==> config.mk <==
export PLATFORM = sky130hd
export DESIGN_NAME = npn_canonizer
export DESIGN_NICKNAME = d
export VERILOG_FILES = /design/src/rtl/npn_pkg.sv /design/src/rtl/npn_tt_xform.sv /design/src/rtl/npn_canonizer.sv
export SDC_FILE = /design/constraint.sdc
export NUM_CORES = 1
export LEC_CHECK = 0
export ABC_AREA = 0
export CAP_MARGIN = 20
export CORE_AREA = 2 2 123 125
export DETAILED_ROUTE_END_ITERATION = 6
export DIE_AREA = 0 0 125 127
export GPL_TIMING_DRIVEN = 0
export PLACE_DENSITY = 0.84
export RECOVER_POWER = 50
export SLEW_MARGIN = 10
export SYNTH_ARGS = -nofsm -noshare
export SYNTH_HDL_FRONTEND = slang
export SYNTH_SLANG_ARGS = --single-unit
==> constraint.sdc <==
create_clock -name clk -period 4.3 [get_ports clk]
set_input_delay 1.29 -clock clk [delete_from_list [all_inputs] [get_ports clk]]
set_output_delay 1.29 -clock clk [all_outputs]
set_load 0.02 [all_outputs]
==> src/rtl/npn_pkg.sv <==
// Shared types and constants for the 4-input NPN canonizer.
//   tt_t      : 16-bit truth table, bit k = f(x3..x0 = k)
//   PERM_LUT  : the 24 orderings of {0,1,2,3} in lexicographic order.
//               Nibble i (counting from the MS nibble) holds perm[i].
//   NUM_PERM / NUM_MASK : permutation and input-negation mask counts
//   state_t   : canonizer control states
package npn_pkg;

  typedef logic [15:0] tt_t;

  localparam int unsigned NUM_PERM = 24;
  localparam int unsigned NUM_MASK = 16;

  localparam logic [15:0] PERM_LUT [NUM_PERM] = '{
    16'h0123, 16'h0132, 16'h0213, 16'h0231, 16'h0312, 16'h0321,
    16'h1023, 16'h1032, 16'h1203, 16'h1230, 16'h1302, 16'h1320,
    16'h2013, 16'h2031, 16'h2103, 16'h2130, 16'h2301, 16'h2310,
    16'h3012, 16'h3021, 16'h3102, 16'h3120, 16'h3201, 16'h3210
  };

  typedef enum logic [1:0] {
    IDLE = 2'd0,
    SCAN = 2'd1,
    DONE = 2'd2
  } state_t;

endpackage

==> src/rtl/npn_tt_xform.sv <==
// Combinational truth-table transform for one NPN candidate.
//   tt   : source truth table f
//   perm : permutation index 0..23 into PERM_LUT (out-of-range -> identity)
//   mask : input-negation mask m
//   g    : transformed table, g(y) = f(x) with x[perm[i]] = y[i] ^ m[i]
module npn_tt_xform
  import npn_pkg::*;
(
  input  tt_t        tt,
  input  logic [4:0] perm,
  input  logic [3:0] mask,
  output tt_t        g
);

  always_comb begin
    logic [15:0] ent;
    logic [1:0]  pos;
    logic [3:0]  x;
    ent = (perm < 5'(NUM_PERM)) ? PERM_LUT[perm] : PERM_LUT[0];
    g   = '0;
    for (int unsigned y = 0; y < 16; y++) begin
      x = '0;
      for (int unsigned i = 0; i < 4; i++) begin
        pos    = ent[(3 - i) * 4 +: 2];
        x[pos] = y[i] ^ mask[i];
      end
      g[y] = tt[x];
    end
  end

endmodule

==> src/rtl/npn_canonizer.sv <==
// 4-input NPN canonizer: exhaustively scans all 24 permutations x 16 input
// negation masks (one candidate per cycle, 384 cycles) and returns the
// smallest min(g,~g) truth table, first minimum in scan order winning.
// Optional feature macro: NPN_CANON_TRANSFORM_EN -- when defined, the
// winning permutation / input mask / output negation are reported; when
// undefined those ports are tied to 0.
// Ports:
//   clk, rst (async, active-high)
//   in_valid/in_ready/in_tt       : truth-table input handshake
//   out_valid/out_ready/out_tt    : canonical result handshake
//   out_perm/out_imask/out_oneg   : winning transform
module npn_canonizer
  import npn_pkg::*;
#(
  parameter int unsigned TT_W = 16
) (
  input  logic            clk,
  input  logic            rst,
  input  logic            in_valid,
  output logic            in_ready,
  input  logic [TT_W-1:0] in_tt,
  output logic            out_valid,
  input  logic            out_ready,
  output logic [TT_W-1:0] out_tt,
  output logic [4:0]      out_perm,
  output logic [3:0]      out_imask,
  output logic            out_oneg
);

  localparam logic [8:0] LAST_CAND = 9'd383;
  localparam logic [8:0] SCAN_END  = 9'd384;

  state_t     state, state_nxt;
  tt_t        tt_q;
  logic [8:0] idx;       // {perm, mask} of the candidate being transformed
  tt_t        xf_g;

  // One register stage between transform and compare; this is what puts
  // out_valid 385 cycles after acceptance rather than 384.
  tt_t        cand_g;
  logic [8:0] cand_idx;
  logic       cand_vld;

  tt_t        best_tt;
  tt_t        cand_cost;
  logic       cand_neg;
  logic       upd;
  logic       last_cmp;

  npn_tt_xform u_xform (
    .tt   (tt_q),
    .perm (idx[8:4]),
    .mask (idx[3:0]),
    .g    (xf_g)
  );

  always_comb begin
    cand_neg  = (~cand_g < cand_g);
    cand_cost = cand_neg ? ~cand_g : cand_g;
    // Candidate 0 always seeds the best; later ones need a strict improvement.
    upd       = cand_vld && ((cand_idx == '0) || (cand_cost < best_tt));
    last_cmp  = cand_vld && (cand_idx == LAST_CAND);
  end

  always_comb begin
    state_nxt = state;
    case (state)
      IDLE:    if (in_valid)  state_nxt = SCAN;
      SCAN:    if (last_cmp)  state_nxt = DONE;
      DONE:    if (out_ready) state_nxt = IDLE;
      default: state_nxt = IDLE;
    endcase
  end

  assign in_ready  = (state == IDLE);
  assign out_valid = (state == DONE);

  always_ff @(posedge clk or posedge rst) begin
    if (rst) begin
      state <= IDLE;
    end else begin
      state <= state_nxt;
    end
  end

  always_ff @(posedge clk or posedge rst) begin
    if (rst) begin
      tt_q     <= '0;
      idx      <= '0;
      cand_g   <= '0;
      cand_idx <= '0;
      cand_vld <= 1'b0;
      best_tt  <= '1;
      out_tt   <= '0;
    end else begin
      case (state)
        IDLE: begin
          if (in_valid) begin
            tt_q     <= tt_t'(in_tt);
            idx      <= '0;
            cand_vld <= 1'b0;
          end
        end
        SCAN: begin
          if (idx < SCAN_END) begin
            cand_g   <= xf_g;
            cand_idx <= idx;
            cand_vld <= 1'b1;
            idx      <= idx + 9'd1;
          end else begin
            cand_vld <= 1'b0;
          end
          if (upd) best_tt <= cand_cost;
          if (last_cmp) out_tt <= upd ? cand_cost : best_tt;
        end
        default: ;
      endcase
    end
  end

`ifdef NPN_CANON_TRANSFORM_EN
  logic [4:0] best_perm;
  logic [3:0] best_mask;
  logic       best_oneg;

  always_ff @(posedge clk or posedge rst) begin
    if (rst) begin
      best_perm <= '0;
      best_mask <= '0;
      best_oneg <= 1'b0;
      out_perm  <= '0;
      out_imask <= '0;
      out_oneg  <= 1'b0;
    end else if (state == SCAN) begin
      if (upd) begin
        best_perm <= cand_idx[8:4];
        best_mask <= cand_idx[3:0];
        best_oneg <= cand_neg;
      end
      if (last_cmp) begin
        out_perm  <= upd ? cand_idx[8:4] : best_perm;
        out_imask <= upd ? cand_idx[3:0] : best_mask;
        out_oneg  <= upd ? cand_neg      : best_oneg;
      end
    end
  end
`else
  assign out_perm  = '0;
  assign out_imask = '0;
  assign out_oneg  = 1'b0;
`endif

endmodule

==> results_dict.tcl <==
set metrics [dict create \
    outcome "complete, but fails checks" \
    violations "max-capacitance violations, max-slew violations" \
    cts_setup_buffers 0 \
    grt_start_max_net_pins 53 \
    synth-edff-count 0 \
    netlist_area_um2 8600 \
    final_nets 1094 \
    routed_via_density 6.94 \
    synthTopCellsByArea "dfrtp_1 20%, mux2i_1 12%, dfstp_2 4.9%, nand2_1 4.4%, mux2_2 4.2%" \
    layout_common_cells "102 x nand2_1, 102 x mux2i_1, 69 x dfrtp_1" \
    coreArea_um2 14400 \
    drive_gt1_share_pct 15.7 \
    crit_arrival_ps 4500 \
    cts_tree "done" \
    grt_pass1_wl_um 47500 \
    synth_cells 992 \
    clk_latency_ps 360 \
    period_minus_slack_ps 4270 \
    timing.fmax_mhz 234 \
    grt_overflow 0 \
    areaGrowthSynthToFinish_pct 10.9 \
    first_iter_violations 1101 \
    dp_hpwl_um 22400 \
    gp_congestion 1.09 \
    port_buffers 37 \
    synth_fa_ha_area_share_pct 3.64 \
    synth_top_family_by_area "compound AO/OA/AOI/OAI gates" \
    cts.htree.levels 3 \
    fill_cells 1241 \
    synth_cell_type_count 100 \
    antenna_found_initial 0 \
    wire_per_inst_um 24.9 \
    cts_buffer_depth 2 \
    clock_skew_ps 8.83 \
    track_usage_pct 38.8 \
    r2r_slack_ps 30 \
    initial_core_util_pct 59.7 \
    place_area_um2 9270 \
    synth-compound-area-share_pct 25.6 \
    row_count 44 \
    dieArea_um2 15900 \
    synthSimpleGateAreaFrac_pct 17.9 \
    cap_violations 1 \
    io_pins 48 \
    die_h_um 127 \
    hold_buffers 0 \
    critPathLaunchType "flop" \
    ant_nets 0 \
    first_pass_iters 6 \
    crit_path_end_kind "flop" \
    clkSinkCount 85 \
    setup_viol 0 \
    synth-main-ff-cell "dfrtp_1" \
    tightestPinTransition_ps 1570 \
    hold_viol 0 \
    netlist.area_leader.share_pct 20.1 \
    wl_um 30900 \
    numCtsBuffers 9 \
    multi_input_area_um2 5920 \
    setup.worst_path.class "reg -> reg" \
    yosys_register_bits 85 \
    required_ps 4530 \
    cp_max_fo 10 \
    synthMuxAreaShare_pct 18.4 \
    synth.yosys.seq_area_share_pct 25.0 \
    synthArstFlopShare_pct 100 \
    root_buffer "clkbuf_16" \
    drc_errors 0 \
    fin_area_um2 9550 \
    via_count 8588 \
    ys_warn_count 0 \
    avgSynthCellArea_um2 8.67 \
    seq_area_um2 2150 \
    fin_tns_setup_ps 0 \
    finalCritPeriodShare_pct 99.3 \
    num_antenna_cells 0 \
    drv_slew 35 \
    yosys.area_share.xor_xnor_pct 2.43 \
    yosysTopAreaCell "dfrtp_1" \
    slew_headroom_pct -5.54 \
    min_path_type "reg -> reg" \
    fp.dieW_um 125 \
    path_clk_slew_ps 70 \
    grt_pass1_vias 8077 \
]
worst paths after layout:
path / startpoint / to / cells after the start
hold reg to reg: out_tt[9] / out_tt[9] / 2
max in group asynchronous: rst / tt_q[7] / 3
min in group asynchronous: rst / idx[4] / 2
hold / removal: out_tt[9] / out_tt[9] / 2
setup / recovery: idx[5] / cand_g[12] / 11
setup reg to reg: idx[5] / cand_g[12] / 11
area by class of cell:
type / instances / area share (%)
plain buffers: 86 / 4.78
clock buffers: 10 / 2.40
clock inverters: 6 / 0.498
inverters: 37 / 1.49
multi-input cells: 792 / 62.0
flip-flops and latches: 85 / 22.5
well taps: 184 / 2.41
repair buffers: 38 / 3.93
kinds of logic (layout without fill, tap and decap cells):
group                    Yosys count  after routing
AO/OA/AOI/OAI                    291            291
other                              1             10
XOR/XNOR                          23             23
buffers and inverters            124            177
AND/OR/NAND/NOR                  299            299
flip-flops                        85             85
multiplexers                     144            144
adder cells (fa/ha/maj)           25             25
synth_stat cells (12+ instances only):
cell	count
o21ai_0	42
nor3_1	30
xor2_1	15
o211ai_1	26
inv_1	36
dfstp_2	16
nor3b_1	15
o31ai_1	20
mux2_2	32
mux2i_1	102
nand4_1	12
ha_1	25
nand2_1	102
nand3_1	17
clkbuf_1	46
nor2_1	47
a21oi_1	48
nand2b_1	13
buf_4	12
dfrtp_1	69
flip-flops by register name (all words and copies together), names as in the netlist:
| name | count |
|---|---|
| best_tt | 16 |
| cand_g | 16 |
| cand_idx | 9 |
| cand_vld | 1 |
| idx | 9 |
| out_tt | 16 |
| state | 2 |
| tt_q | 16 |
layer usage:
metal	vias to the layer above	track usage (%)	share of wire, %
li1	3798	-	-
met1	4059	50.8	40
met2	563	58.4	42
met3	168	8.42	10
met4	0	24.7	7.9
met5	-	0	0
critical path, stage by stage (launching register included):
cell and delay [ps]:
dfrtp_1 440, buf_2 240, inv_1 170, ha_1 380
mux4_2 530, o221ai_2 410, clkbuf_1 360, a21boi_1 620
o21ai_0 230, a311oi_1 360, o211ai_1 160, o211ai_1 210
metrics by stage:
step,cells,hold slack (ps),setup slack (ps),utilization [%]
2_1_floorplan,1001,451,722,-
3_3_place_gp,1222,467,-621,64.1
3_5_place_dp,1223,471,-4.20,64.3
4_1_cts,1239,486,156,66.2
5_1_grt,1238,496,-5.41,66.2
6_report,1238,479,30.7,66.2
what timing repair did:
| item | CTS | global route |
|---|---|---|
| endpoints found under the setup margin | 1 | 13 |
| pin swaps | 0 | 1 |
| resized for setup | 1 | 11 |
Power is not shown: default switching activity piles up to over one toggle a cycle in this logic, so the estimate is an artifact.
